File: src/rtl/resta_pkg.sv
// Shared types for the pipelined subtract/compare unit: opcode encoding and NZCV flag bundle.
package resta_pkg;

    typedef enum logic [1:0] {
        OP_SUB = 2'b00,
        OP_SBC = 2'b01,
        OP_CMP = 2'b10,
        OP_RSB = 2'b11
    } op_t;

    typedef struct packed {
        logic n;
        logic z;
        logic c;
        logic v;
    } flags_t;

endpackage

File: src/rtl/resta_pipe_if.sv
// Operand/result handshake bundle for resta_pipe; master is the producer/consumer, slave is the unit.
interface resta_pipe_if
    import resta_pkg::*;
#(
    parameter int M = 4
);
    logic         in_valid;
    logic         in_ready;
    op_t          op;
    logic [M-1:0] A;
    logic [M-1:0] B;
    logic         out_valid;
    logic         out_ready;
    logic [M-1:0] R;
    logic         C;
    logic         N;
    logic         V;
    logic         Z;
    logic         carry_q;

    modport master (
        output in_valid, op, A, B, out_ready,
        input  in_ready, out_valid, R, C, N, V, Z, carry_q
    );

    modport slave (
        input  in_valid, op, A, B, out_ready,
        output in_ready, out_valid, R, C, N, V, Z, carry_q
    );
endinterface

File: src/rtl/resta_core.sv
// Combinational M-bit X + ~Y + cin with NZCV flags; carry out of bit M means "no borrow".
module resta_core
    import resta_pkg::*;
#(
    parameter int M = 4
) (
    input  logic [M-1:0] x,
    input  logic [M-1:0] y,
    input  logic         cin,
    output logic [M-1:0] d,
    output flags_t       flags
);
    logic [M:0] sum;
    logic [M-1:0] y_inv;

    genvar gi;
    generate
        for (gi = 0; gi < M; gi++) begin : g_inv
            assign y_inv[gi] = ~y[gi];
        end
    endgenerate

    assign sum = {1'b0, x} + {1'b0, y_inv} + {{M{1'b0}}, cin};
    assign d   = sum[M-1:0];

    always_comb begin
        flags   = '0;
        flags.c = sum[M];
        flags.n = sum[M-1];
        flags.z = (sum[M-1:0] == '0);
        // Overflow only when operands differ in sign and the result leaves X's sign.
        flags.v = (x[M-1] != y[M-1]) && (sum[M-1] != x[M-1]);
    end
endmodule

File: src/rtl/resta_pipe.sv
// Two-stage streaming subtract/compare unit with valid/ready on both sides and a stored carry for SBC chains.
module resta_pipe
    import resta_pkg::*;
#(
    parameter int M = 4
) (
    input  logic         clk,
    input  logic         rst,
    resta_pipe_if.slave  bus
);
    logic         s1_valid_reg;
    op_t          s1_op_reg;
    logic [M-1:0] s1_a_reg;
    logic [M-1:0] s1_b_reg;

    logic         s2_valid_reg;
    logic [M-1:0] r_reg;
    flags_t       flags_reg;
    logic         carry_q_reg;

    logic         adv1;
    logic         adv2;
    logic [M-1:0] core_x;
    logic [M-1:0] core_y;
    logic         core_cin;
    logic [M-1:0] core_d;
    flags_t       core_flags;

    assign adv2         = !s2_valid_reg || bus.out_ready;
    assign adv1         = !s1_valid_reg || adv2;
    assign bus.in_ready = adv1 && !rst;

    always_comb begin
        core_x   = s1_a_reg;
        core_y   = s1_b_reg;
        core_cin = 1'b1;
        case (s1_op_reg)
            OP_RSB: begin
                core_x = s1_b_reg;
                core_y = s1_a_reg;
            end
            OP_SBC:  core_cin = carry_q_reg;
            default: ;
        endcase
    end

    resta_core #(.M(M)) u_core (
        .x     (core_x),
        .y     (core_y),
        .cin   (core_cin),
        .d     (core_d),
        .flags (core_flags)
    );

    always_ff @(posedge clk) begin
        if (rst) begin
            s1_valid_reg <= 1'b0;
            s2_valid_reg <= 1'b0;
            r_reg        <= '0;
            flags_reg    <= '0;
            carry_q_reg  <= 1'b1;
        end else begin
            if (adv1) begin
                s1_valid_reg <= bus.in_valid;
                if (bus.in_valid) begin
                    s1_op_reg <= bus.op;
                    s1_a_reg  <= bus.A;
                    s1_b_reg  <= bus.B;
                end
            end
            if (adv2) begin
                s2_valid_reg <= s1_valid_reg;
                // carry_q follows every stage-2 load, CMP included, so SBC sees its predecessor's carry.
                if (s1_valid_reg) begin
                    r_reg       <= (s1_op_reg == OP_CMP) ? '0 : core_d;
                    flags_reg   <= core_flags;
                    carry_q_reg <= core_flags.c;
                end
            end
        end
    end

    assign bus.out_valid = s2_valid_reg;
    assign bus.R         = r_reg;
    assign bus.C         = flags_reg.c;
    assign bus.N         = flags_reg.n;
    assign bus.V         = flags_reg.v;
    assign bus.Z         = flags_reg.z;
    assign bus.carry_q   = carry_q_reg;
endmodule

File: src/flat_wrapper.sv
// flat-port wrapper written by rule: the top's interface ports become plain ports
module resta_pipe_flat import resta_pkg::*;
#(
    parameter int M = 4
)
  (clk, rst, bus_in_valid, bus_op, bus_A, bus_B, bus_out_ready, bus_in_ready, bus_out_valid, bus_R, bus_C, bus_N, bus_V, bus_Z, bus_carry_q);
  resta_pipe_if #(.M(M)) bus_i ();
  input  logic clk;
  input  logic rst;
  input wire logic [$bits(bus_i.in_valid)-1:0] bus_in_valid;
  input wire logic [$bits(bus_i.op)-1:0] bus_op;
  input wire logic [$bits(bus_i.A)-1:0] bus_A;
  input wire logic [$bits(bus_i.B)-1:0] bus_B;
  input wire logic [$bits(bus_i.out_ready)-1:0] bus_out_ready;
  output wire logic [$bits(bus_i.in_ready)-1:0] bus_in_ready;
  output wire logic [$bits(bus_i.out_valid)-1:0] bus_out_valid;
  output wire logic [$bits(bus_i.R)-1:0] bus_R;
  output wire logic [$bits(bus_i.C)-1:0] bus_C;
  output wire logic [$bits(bus_i.N)-1:0] bus_N;
  output wire logic [$bits(bus_i.V)-1:0] bus_V;
  output wire logic [$bits(bus_i.Z)-1:0] bus_Z;
  output wire logic [$bits(bus_i.carry_q)-1:0] bus_carry_q;
  assign bus_i.in_valid = bus_in_valid;
  assign bus_i.op = bus_op;
  assign bus_i.A = bus_A;
  assign bus_i.B = bus_B;
  assign bus_i.out_ready = bus_out_ready;
  assign bus_in_ready = bus_i.in_ready;
  assign bus_out_valid = bus_i.out_valid;
  assign bus_R = bus_i.R;
  assign bus_C = bus_i.C;
  assign bus_N = bus_i.N;
  assign bus_V = bus_i.V;
  assign bus_Z = bus_i.Z;
  assign bus_carry_q = bus_i.carry_q;
  resta_pipe #(.M(M)) u_core (.clk(clk), .rst(rst), .bus(bus_i));
endmodule
File: config.mk
export PLATFORM = sky130hd
export DESIGN_NAME = resta_pipe_flat
export DESIGN_NICKNAME = d
export VERILOG_FILES = /design/src/rtl/resta_pkg.sv /design/src/rtl/resta_pipe_if.sv /design/src/rtl/resta_core.sv /design/src/rtl/resta_pipe.sv /design/src/flat_wrapper.sv
export SDC_FILE = /design/constraint.sdc
export NUM_CORES = 1
export LEC_CHECK = 0
export CORE_ASPECT_RATIO = 0.6
export CORE_MARGIN = 1.5
export CORE_UTILIZATION = 42
export DETAILED_ROUTE_END_ITERATION = 7
export PLACE_DENSITY = 0.78
export SETUP_SLACK_MARGIN = 0.15
export SYNTH_ARGS = -nofsm -noshare
export SYNTH_HDL_FRONTEND = slang
export SYNTH_SLANG_ARGS = --single-unit
File: constraint.sdc
create_clock -name clk -period 2.31 [get_ports clk]
set_input_delay 0.231 -clock clk [delete_from_list [all_inputs] [get_ports clk]]
set_output_delay 0.231 -clock clk [all_outputs]
set_load 0.1 [all_outputs]
* Word-level counts from Yosys, hierarchy flattened *
Index checks and enable logic that the tools add are counted.

operators by class
  reduce and logical (&&, ||, !) cells = 10
  muxes and demuxes = 4
  add/sub/neg operators = 2
  equal/unequal tests = 5
  bitwise gates (word level) = 5

operators by type and width
  operator            number
  $mux 4              3
  $add 4x4->5         1
  $add 5x1->5         1
  $not 1->1           5
  $eq 2x2->1 const B  2
  $logic_not 4->1     1
  $logic_not 1->1     3
  $reduce_and 3->1    1
  $eq 2x1->1 const B  1
  $logic_and 1x1->1   2
  $logic_or 1x1->1    2
  $ne 1x1->1          2
  $reduce_and 2->1    1
  $mux 1              1

storage, ports and cells
  word-level logic and storage cells = 37
  output and inout bits = 11
  flip-flop bits (word level) = 21
  input bits = 14

* Depth between registers and ports, before layout *
Gate-level depths: netlist of the first run.

  word-level depth = 7
  mapped depth = 10
  gate-level depth less buffers = 10

* Cells and area by module *
A second synthesis of the first run with hierarchy kept.

second synthesis, totals
  cell total of the unflattened synthesis = 97
  area total of the unflattened synthesis = 1049.8 µm²

modules (own cells, without submodules)
  module      sequential area each (µm²)  area each (µm²)  cells each  instances
  resta_pipe  520.5                       837.1            70          1
  resta_core  0.0                         212.7            27          1

* Worst setup path before layout of the first run *
No wires, ideal clock.

  path kind = register -> register
  from = register u_core.s2_valid_reg (netlist: u_core.bus.out_valid)
  to = register u_core.s1_a_reg[0], enable pin
  required time = 1966 ps
  path buffers = 0
  data arrival time = 2960 ps
  clock period less this slack = 3304 ps
  setup time = 344 ps
  cell stages (with the launch flop) = 4
  path slack = -994 ps
  cells stage by stage = dfxtp_1 > nor2b_1 > a21oi_1 > and2_1

on the way
  longest elaborated chain between the ends = 4

RTL lines
  item                        line              source
  start: declaration          resta_pipe.sv:16  logic s2_valid_reg;
  start signal: assignment    resta_pipe.sv:72  s2_valid_reg <= s1_valid_reg;
  $logic_not 1->1             resta_pipe.sv:29  assign adv2 = !s2_valid_reg || bus.out_ready;
  $logic_or 1x1->1            resta_pipe.sv:29
  $logic_or 1x1->1            resta_pipe.sv:30  assign adv1 = !s1_valid_reg || adv2;
  $reduce_and 3->1 (no line)  --
  end signal: assignment      resta_pipe.sv:67  s1_a_reg <= bus.A;
  end: declaration            resta_pipe.sv:13  logic [M-1:0] s1_a_reg;

No other way between the ends.
A chain may end at the register's enable or synchronous reset.

* Worst setup path in the final report of the first run *
  from = register u_core.s1_op_reg[1]
  to = register u_core.flags_reg, in the netlist u_core.bus.Z

on the way
  longest elaborated chain between the ends = 6
  elaborated cells between the ends (all ways) = 12
  classes of those cells = 2 x add/sub; 2 x eq/ne; 3 x mux; 4 x bitwise; 1 x reduce/logical

RTL lines
  item                      line              source
  start: declaration        resta_pipe.sv:12  op_t s1_op_reg;
  start signal: assignment  resta_pipe.sv:66  s1_op_reg <= bus.op;
  $eq 2x2->1                resta_pipe.sv:37  case (s1_op_reg)
  $mux 4                    resta_pipe.sv:37
  $not 1->1                 resta_core.sv:19  assign y_inv[gi] = ~y[gi];
  $add 4x4->5               resta_core.sv:23  assign sum = {1'b0, x} + {1'b0, y_inv} + {{M{1'b0}}, cin};
  $add 5x1->5 *             resta_core.sv:23
  $logic_not 4->1 *         resta_core.sv:30  flags.z = (sum[M-1:0] == '0);
  end signal: assignment    resta_pipe.sv:76  flags_reg <= core_flags;
  end: declaration          resta_pipe.sv:18  flags_t flags_reg;

Mark *: on every way between the ends. The rest lies on a longest branch, timed or not.

==> results of run 1 <==
==> layout by cell type, fill, tap and decap left out, types with 2 or more instances in the layout <==
master / synthesis / routed
a21oi_1: 9 / 8
a31oi_4: 0 / 2
and2_1: 2 / 2
buf_4: 0 / 15
clkbuf_8: 0 / 3
clkdlybuf4s50_1: 0 / 13
dfxtp_1: 11 / 9
edfxtp_1: 10 / 10
ha_2: 0 / 2
inv_1: 2 / 2
nand2_1: 7 / 7
nand2b_1: 4 / 4
nand3_1: 5 / 5
nor2_1: 10 / 10
nor2b_1: 6 / 6
o21ai_0: 2 / 2
xnor2_1: 3 / 3
xor2_1: 2 / 2
==> routing by layer <==
layer / part of all wire / global-route usage
met5: 0 / 0
met4: 0.0039 / 0.04167
met3: 0.067 / 0.05899
met2: 0.48 / 0.2398
met1: 0.45 / 0.2027
==> where the power goes <==
part / switching [uW] / internal (uW)
clock network: 116 / 120
registers: 13.9 / 410
logic: 144 / 82.2
total: 274 / 612
==> logic make-up after synthesis <==
logic type,synth area share
AOI/OAI and AO/OA,0.1561
adders and majority gates,0.02538
DFF,0.5279
and+or+nand+nor,0.2170
xor gates and xnor gates,0.04442
buffers and inverters,0.01904
muxes,0.01015
==> worst max-delay path, cell delays in order (launching register included) <==
cell and delay (ps):
edfxtp_1 410, nor2_1 120, nand2_1 60, ha_2 170, a211oi_2 170, inv_1 70, ha_2 170, a211o_4 280
xor2_1 180, or3_1 340, o41ai_2 190
==> per-stage QoR <==
stage	worst slack [ps]	instances	total power (uW)	hold slack, ps	TNS, ps
after floorplan	108.8	97	577.3	329.5	0
after global placement	106.3	150	633.9	444.5	0
after detailed placement	36.49	150	638.8	446.7	0
after CTS	17.94	154	874.2	457.3	0
after global routing	-69.77	157	923.7	479.3	-69.77
final	68.09	157	885.4	457.8	0
==> area by class of cell <==
class / instances / area, um2 / area share
multi-input cells: 71 / 514.2 / 0.3689
repair buffers: 29 / 262.8 / 0.1885
inverters: 2 / 7.507 / 0.005386
well taps: 30 / 37.54 / 0.02693
flip-flops and latches: 21 / 525.5 / 0.3770
clock inverters: 1 / 5.005 / 0.003591
clock buffers: 3 / 41.29 / 0.02962
==> final timing paths <==
check	depth (start not counted)	slack, ps	to
max	10	70	u_core.bus.Z
min	2	460	u_core.bus.R[3]
max reg2reg	10	70	u_core.bus.Z
min reg2reg	2	460	u_core.bus.R[3]
==> what timing repair did <==
action / CTS / global route
gates resized for setup: 0 / 8
pin swaps: 0 / 3
buffers inserted: 0 / 3
endpoints found under the setup margin: 1 / 4
==> metrics.md, run 1 <==
| Metric | Value |
|---|---|
| Worst path required time | 2480 ps |
| Layout cells sized above 1 | 0.2677 |
| Post-synth net total | 113 |
| Synth top area share | 0.3046 |
| Avg Inst Size Synth | 10.16 um2 |
| Initial drt markers | 39 |
| Number of diodes | 0 |
| Fill cells | 182 |
| Post-DR wirelength/cell | 13.10 um |
| Crit path arrival time | 2410 ps |
| Element type at the critical path end | flip-flop |
| DR pass1 iterations | 4 |
| PD cells | 635.2 nW/um2 |
| Top FF cell, synth | dfxtp_1 |
| Io pins | 25 |
| Core area | 2196 um2 |
| Most frequent cells after synthesis | dfxtp_1, edfxtp_1, nor2_1, a21oi_1, nand2_1 |
| First-pass GRT wire length | 2891 um |
| Synth warn | 0 |
| Max clock buf depth | 2 |
| Count leader, synth | dfxtp_1 |
| Largest net degree at the start of global routing | 13 |
| Vias per std cell | 5.274 |
| Top cells by area, synth | edfxtp_1, dfxtp_1, a21oi_1 |
| Cell taking the most area after synthesis | edfxtp_1 |
| Post-route core utilization | 0.6348 |
| Worst-Margin Slew | 640.8 ps |
| Buffers on Ports | 24 |
| HP Class | flip-flop to flip-flop |
| Clk pin slew, worst setup/hold paths | 80 ps |
| Cell area after synthesis | 985.9 um2 |
| Row cnt | 13 |
| Total grt overflow | 0 |
| Cts hold-fix bufs | 0 |
| H-tree levels | 1 |
| Crit-path max FO | 3 |
| Final Instance Area | 1394 um2 |
| Period Utilization, post-route | 0.9705 |
| Startpoint types | flip-flop |
| Dpl hpwl | 1499 um |
| FF+latch count, synth | 21 |
| # nets final | 144 |
| Clk sinks | 21 |
| Worst Setup SP | u_core.s1_op_reg[1] |
| Total wire length | 2056 um |
| CTS tree | done |
| FMAX | 446.0 MHz |
| Crit path time final | 2242 ps |
| Hold Startpoint | u_core.bus.R[3] |
| Ys async rst share | 0 |
| Count of final hold-check violations | 0 |
| Sequential fraction of the synthesis area | 0.5279 |
| P&R area growth vs syn | 41.37% |
| GP Congestion | 0.8677 |
| Worst skew pair latency | 260 ps |
| Initial antenna violation count | 0 |
| LEAKAGE | 0.0005222 uW |
| ANT nets after route | 0 |
| Total vias in the final route | 828 |
| EDFF count, synth | 10 |
| Die height | 40.53 um |
| Clk root buf | clkbuf_8 |
| Starting density of the core | 0.4490 |
| Die width | 65.55 um |
| DR DRC count | 0 |
| Status | complete, no violations |
| Total CTS buffers | 3 |
| Max IR drop VDD | 0.0003650 V |
| GRT Total Usage | 0.1537 |
| Kind of critical path | flip-flop to flip-flop |
| RSZ-0062 raised after global routing | yes |
| Clk_skew | 4.641 ps |
| Post-place instance area | 1274 um2 |
| Cell variety after synth | 32 |
| DIE AREA | 2657 um2 |
| Slew headroom | 0.5719 |
| Max_cap viols | 0 |
| Fin. max-slew vios | 0 |
| Reg-to-Reg Start | u_core.s1_op_reg[1] |
| Vias in the first global route | 643 |
| Final setup viols | 0 |
| Post-Syn Instances | 97 |
(Power assumes the default switching activity.)
==> run 2, diff against run 1 <==
- CORE_MARGIN: 1.5 -> unset
- GPL_ROUTABILITY_DRIVEN: unset -> 0
==> run 2 against run 1 <==
Against the previous run: global-route usage grew 2.1 points; via count fell by 2.8%; critical path depth unchanged; critical endpoint unchanged.
==> metrics.md, run 2 (synthesis gave the netlist of run 1 again) <==
| Metric | Value |
|---|---|
| Status | complete, no violations |
| # nets final | 143 |
| Largest net degree at the start of global routing | 13 |
| Period Utilization, post-route | 0.9867 |
| Kind of critical path | flip-flop to flip-flop |
| First-pass GRT wire length | 2994 um |
| Total wire length | 2039 um |
| Max clock buf depth | 2 |
| Row cnt | 13 |
| Clk pin slew, worst setup/hold paths | 80 ps |
| Total vias in the final route | 805 |
| Worst skew pair latency | 260 ps |
| P&R area growth vs syn | 39.09% |
| Most frequent cells in the layout | clkdlybuf4s50_1, buf_4, nor2_1, edfxtp_1, dfxtp_1 |
| Crit path time final | 2279 ps |
| DIE AREA | 2552 um2 |
| Dpl hpwl | 1508 um |
| Crit path arrival time | 2450 ps |
| Total power draw | 887.7 uW |
| Clk root buf | clkbuf_8 |
| Hold Slack | 455.5 ps |
| Vias per std cell | 5.160 |
| Initial antenna violation count | 0 |
| Starting density of the core | 0.4490 |
| Buffers on Ports | 24 |
| Clk_skew | 1.733 ps |
| H-tree levels | 1 |
| CTS tree | done |
| Crit-path max FO | 3 |
| Clk sinks | 21 |
| Total grt overflow | 0 |
| Die width | 64.55 um |
| HP Class | flip-flop to flip-flop |
| Core area | 2196 um2 |
| Setup TNS | 0 ps |
| PD cells | 647.3 nW/um2 |
| Layout cells sized above 1 | 0.2619 |
| Max IR drop VDD | 0.0003699 V |
| Fin. max-slew vios | 0 |
| Final setup viols | 0 |
| ANT nets after route | 0 |
| Post-DR wirelength/cell | 13.07 um |
| Worst setup margin | 30.71 ps |
| Max_cap viols | 0 |
| Number of diodes | 0 |
| DR pass1 iterations | 4 |
| RSZ-0062 raised after global routing | yes |
| Post-route core utilization | 0.6245 |
| Count of final hold-check violations | 0 |
| FMAX | 438.7 MHz |
| GRT Total Usage | 0.1742 |
| Total CTS buffers | 3 |
| LEAKAGE | 0.0005142 uW |
| Worst slack, placed | 36.42 ps |
| Cts hold-fix bufs | 0 |
| Element type at the critical path end | flip-flop |
| Die height | 39.53 um |
| Vias in the first global route | 640 |
| DR DRC count | 0 |
| Startpoint types | flip-flop |
| Worst path required time | 2480 ps |
| Slew headroom | 0.6160 |
| Worst-Margin Slew | 574.8 ps |
| Initial drt markers | 45 |
| Fill cells | 191 |
| Io pins | 25 |
run 2: routing by layer:
layer / global-route usage / routed length [um] / share of wire
met5: 0 / 0 / 0
met4: 0.1000 / 40 / 0.020
met3: 0.06105 / 91 / 0.045
met2: 0.2711 / 957 / 0.47
met1: 0.2138 / 950 / 0.47
run 2: power breakdown:
part / switching, uW / total [uW] / internal [uW]
logic: 141 / 221 / 80.4
clock network: 122 / 243 / 120
registers: 14.3 / 424 / 409
run 2: worst paths after layout:
kind	slack (ps)	start	to	cells past startpoint
min	460	u_core.bus.R[1]	u_core.bus.R[1]	2
max reg2reg	30	u_core.s1_op_reg[1]	u_core.bus.Z	10
min reg2reg	460	u_core.bus.R[1]	u_core.bus.R[1]	2
max	30	u_core.s1_op_reg[1]	u_core.bus.Z	10
run 2: timing repair:
action                                  CTS  global route
pin swaps                                 0             4
setup buffers                             0             2
gates resized for setup                   0             6
hold endpoints to repair                  0             0
endpoints found under the setup margin    1             4
run 2: worst max-delay path: stages (launching register included):
cell and delay [ps]:
edfxtp_1 410, nor2_1 120, nand2_1 70, ha_2 180, a211oi_2 190, inv_1 70, ha_2 170, a211o_4 280
xor2_1 170, or3_1 330, o41ai_2 190
run 2: area by class of cell:
class,instances,area [um2],share of cell area
Clock inverter,1,5.005,0.003650
Tap cell,30,37.54,0.02737
Multi-Input combinational cell,71,495.5,0.3613
Sequential cell,21,525.5,0.3832
Clock buffer,3,41.29,0.03011
Inverter,2,7.507,0.005474
Timing Repair Buffer,28,259.0,0.1889
run 2: through the flow:
stage	cell area (um2)	std cells
after global routing	1371	156
after floorplan	1007	97
final	1371	156
after detailed placement	1274	150
after CTS	1320	154
after global placement	1274	150
==> run 3, diff against run 2 <==
- CORE_ASPECT_RATIO: 0.6 -> unset
- CORE_UTILIZATION: 42 -> 53
- DONT_BUFFER_PORTS: unset -> 1
- PLACE_DENSITY: 0.78 -> 0.76
==> run 3 against run 2 <==
Against the previous run: the flow now finishes with violations (negative setup slack); setup slack lost 130 ps; clock skew is essentially flat; sequential share of layout area grew 1.1 points; critical endpoint unchanged.
==> metrics.md, run 3 (synthesis gave the netlist of run 1 again) <==
| Metric | Value |
|---|---|
| Layout cells sized above 1 | 0.2441 |
| Crit path time final | 2408 ps |
| Critical Path, Cell by Cell | nor2_1, nand2_1, ha_2, a211oi_2, inv_1, ha_2, a211o_4, xor2_1, or3_1, o41ai_2 |
| Vias in the first global route | 698 |
| Reg2Reg Depth | 10 |
| Total wire length | 2338 um |
| Net switching power | 265.4 uW |
| Total CTS buffers | 3 |
| Worst Setup EP | u_core.bus.Z |
| Reg2reg end | u_core.bus.Z |
| Crit path arrival time | 2630 ps |
| Setup TNS | -97.79 ps |
| Clk pwr share | 0.220 |
| P_int | 547.7 uW |
| LEAKAGE | 0.0005149 uW |
| Row cnt | 15 |
| Total grt overflow | 0 |
| Crit-path max FO | 3 |
| Dpl hpwl | 1280 um |
| Violated checks | negative setup slack |
| Number of diodes | 0 |
| CP max stage delay | 450 ps |
| Clk root buf | clkbuf_4 |
| PD cells | 609.6 nW/um2 |
| Die height | 45.13 um |
| Element type at the critical path end | flip-flop |
| Met3 GRT Util | 0.04400 |
| Sequential share of power | 0.521 |
| Max clock buf depth | 2 |
| GR Util met1 | 0.2429 |
| Largest net degree at the start of global routing | 14 |
| Met2 GRT Util | 0.3188 |
| Initial drt markers | 17 |
| Total vias in the final route | 841 |
| Post-DR wirelength/cell | 15.38 um |
| DR pass1 iterations | 4 |
| Buffers on Ports | 0 |
| Io pins | 25 |
| # nets final | 144 |
| Slowest-stage cell, CP | edfxtp_1 |
| Worst setup margin | -97.79 ps |
| Period Utilization, post-route | 1.042 |
| Startpoint types | flip-flop |
| Max_cap viols | 0 |
| Critical path's most frequent cell | ha_2 |
| RSZ-0062 raised after global routing | yes |
| Hold Slack | 29.81 ps |
| Status | finished with violations |
| Core area | 1727 um2 |
| GRT Total Usage | 0.1988 |
| Logic pwr share | 0.259 |
| Clk pin slew, worst setup/hold paths | 110 ps |
| Reg-to-Reg Start | u_core.s1_op_reg[1] |
| Fin. max-slew vios | 0 |
| P&R area growth vs syn | 35.28% |
| Vias per std cell | 5.533 |
| Busiest grt layer | met2 |
| Switching Share | 0.3264 |
| Worst Setup SP | u_core.s1_op_reg[1] |
| Most frequent cells in the layout | dlygate4sd3_1, buf_4, nor2_1, edfxtp_1, dfxtp_1 |
| First-pass GRT wire length | 2849 um |
| Starting density of the core | 0.5710 |
| Initial antenna violation count | 0 |
| ANT nets after route | 0 |
| HP Class | input pin to flip-flop |
| Kind of critical path | flip-flop to flip-flop |
| H-tree levels | 1 |
| DR DRC count | 0 |
| Count of final hold-check violations | 0 |
| Flop-to-flop setup slack | -100 ps |
| CTS tree | done |
| Die width | 45.13 um |
| FMAX | 415.3 MHz |
| Clk_skew | 1.493 ps |
| Worst-Margin Slew | 596.4 ps |
| Max IR drop VDD | 0.0004793 V |
| Clk sinks | 21 |
| Final setup viols | 1 |
| Worst path required time | 2530 ps |
| Worst skew pair latency | 300 ps |
| Slew headroom | 0.6016 |
| DIE AREA | 2037 um2 |
[run 3: cell count changes in the layout (fill, tap and decap cells not counted), moves of 3 or more]
cell,before,now
clkbuf_4,0,3
dlygate4sd3_1,0,14
clkdlybuf4s50_1,13,0
clkbuf_8,3,0
[run 3: area by class of cell]
cell class | instances | area [um2]
Tap cell | 25 | 31.28
Multi-Input combinational cell | 71 | 486.7
Sequential cell | 21 | 525.5
Inverter | 2 | 7.507
Clock buffer | 4 | 26.28
Timing Repair Buffer | 29 | 256.5
Fill cell | 110 | 392.9
[run 3: metrics by stage]
stage / power [uW] / util / worst slack [ps] / instance area (um2) / cells
2_1_floorplan: 577.3 / - / 108.8 / 1007 / 97
3_3_place_gp: 603.8 / 0.6471 / 90.91 / 1117 / 131
3_5_place_dp: 607.8 / 0.6471 / -66.77 / 1117 / 131
4_1_cts: 789.2 / 0.7000 / -20.37 / 1209 / 141
5_1_grt: 845.5 / 0.7725 / -183.6 / 1334 / 152
6_report: 813.1 / 0.7725 / -97.79 / 1334 / 152
[run 3: worst min-delay path by stage]
stage | cells after the start | to | slack, ps | from
3_3_place_gp | 1 | u_core.bus.out_valid | 300 | rst
5_1_grt | 1 | u_core.bus.carry_q | 40 | rst
4_1_cts | 1 | u_core.bus.N | -30 | rst
2_1_floorplan | 1 | u_core.bus.Z | 330 | rst
6_report | 1 | u_core.bus.carry_q | 30 | rst
3_5_place_dp | 1 | u_core.bus.out_valid | 300 | rst
[run 3: power groups by stage]
stage / logic, uW / clock network, uW / registers, uW
global placement: 174 / 0 / 430
finish: 211 / 179 / 424
global route: 222 / 198 / 426
detailed placement: 176 / 0 / 431
floorplan: 76.5 / 0 / 501
CTS: 188 / 179 / 422
[run 3: critical path, delay by kind of cell (launching register included)]
kind,cells,cell delay [ps]
AO/OA/AOI/OAI,3,690
AND/OR/NAND/NOR,3,540
flip-flops,1,450
adder cells (fa/ha/maj),2,370
XOR/XNOR,1,170
buffers and inverters,1,80
[run 3: per-layer routing]
layer	vias up	share of wire
li1	408	-
met1	396	0.42
met2	29	0.52
met3	8	0.036
met4	0	0.028
met5	-	0
[run 3: what timing repair did]
| item | CTS | global route |
|---|---|---|
| pin swaps | 2 | 3 |
| buffers inserted | 3 | 0 |
| hold buffers | 3 | 11 |
| resized for setup | 3 | 3 |
| endpoints found under the hold margin | 9 | 17 |
| endpoints found under the setup margin | 2 | 4 |
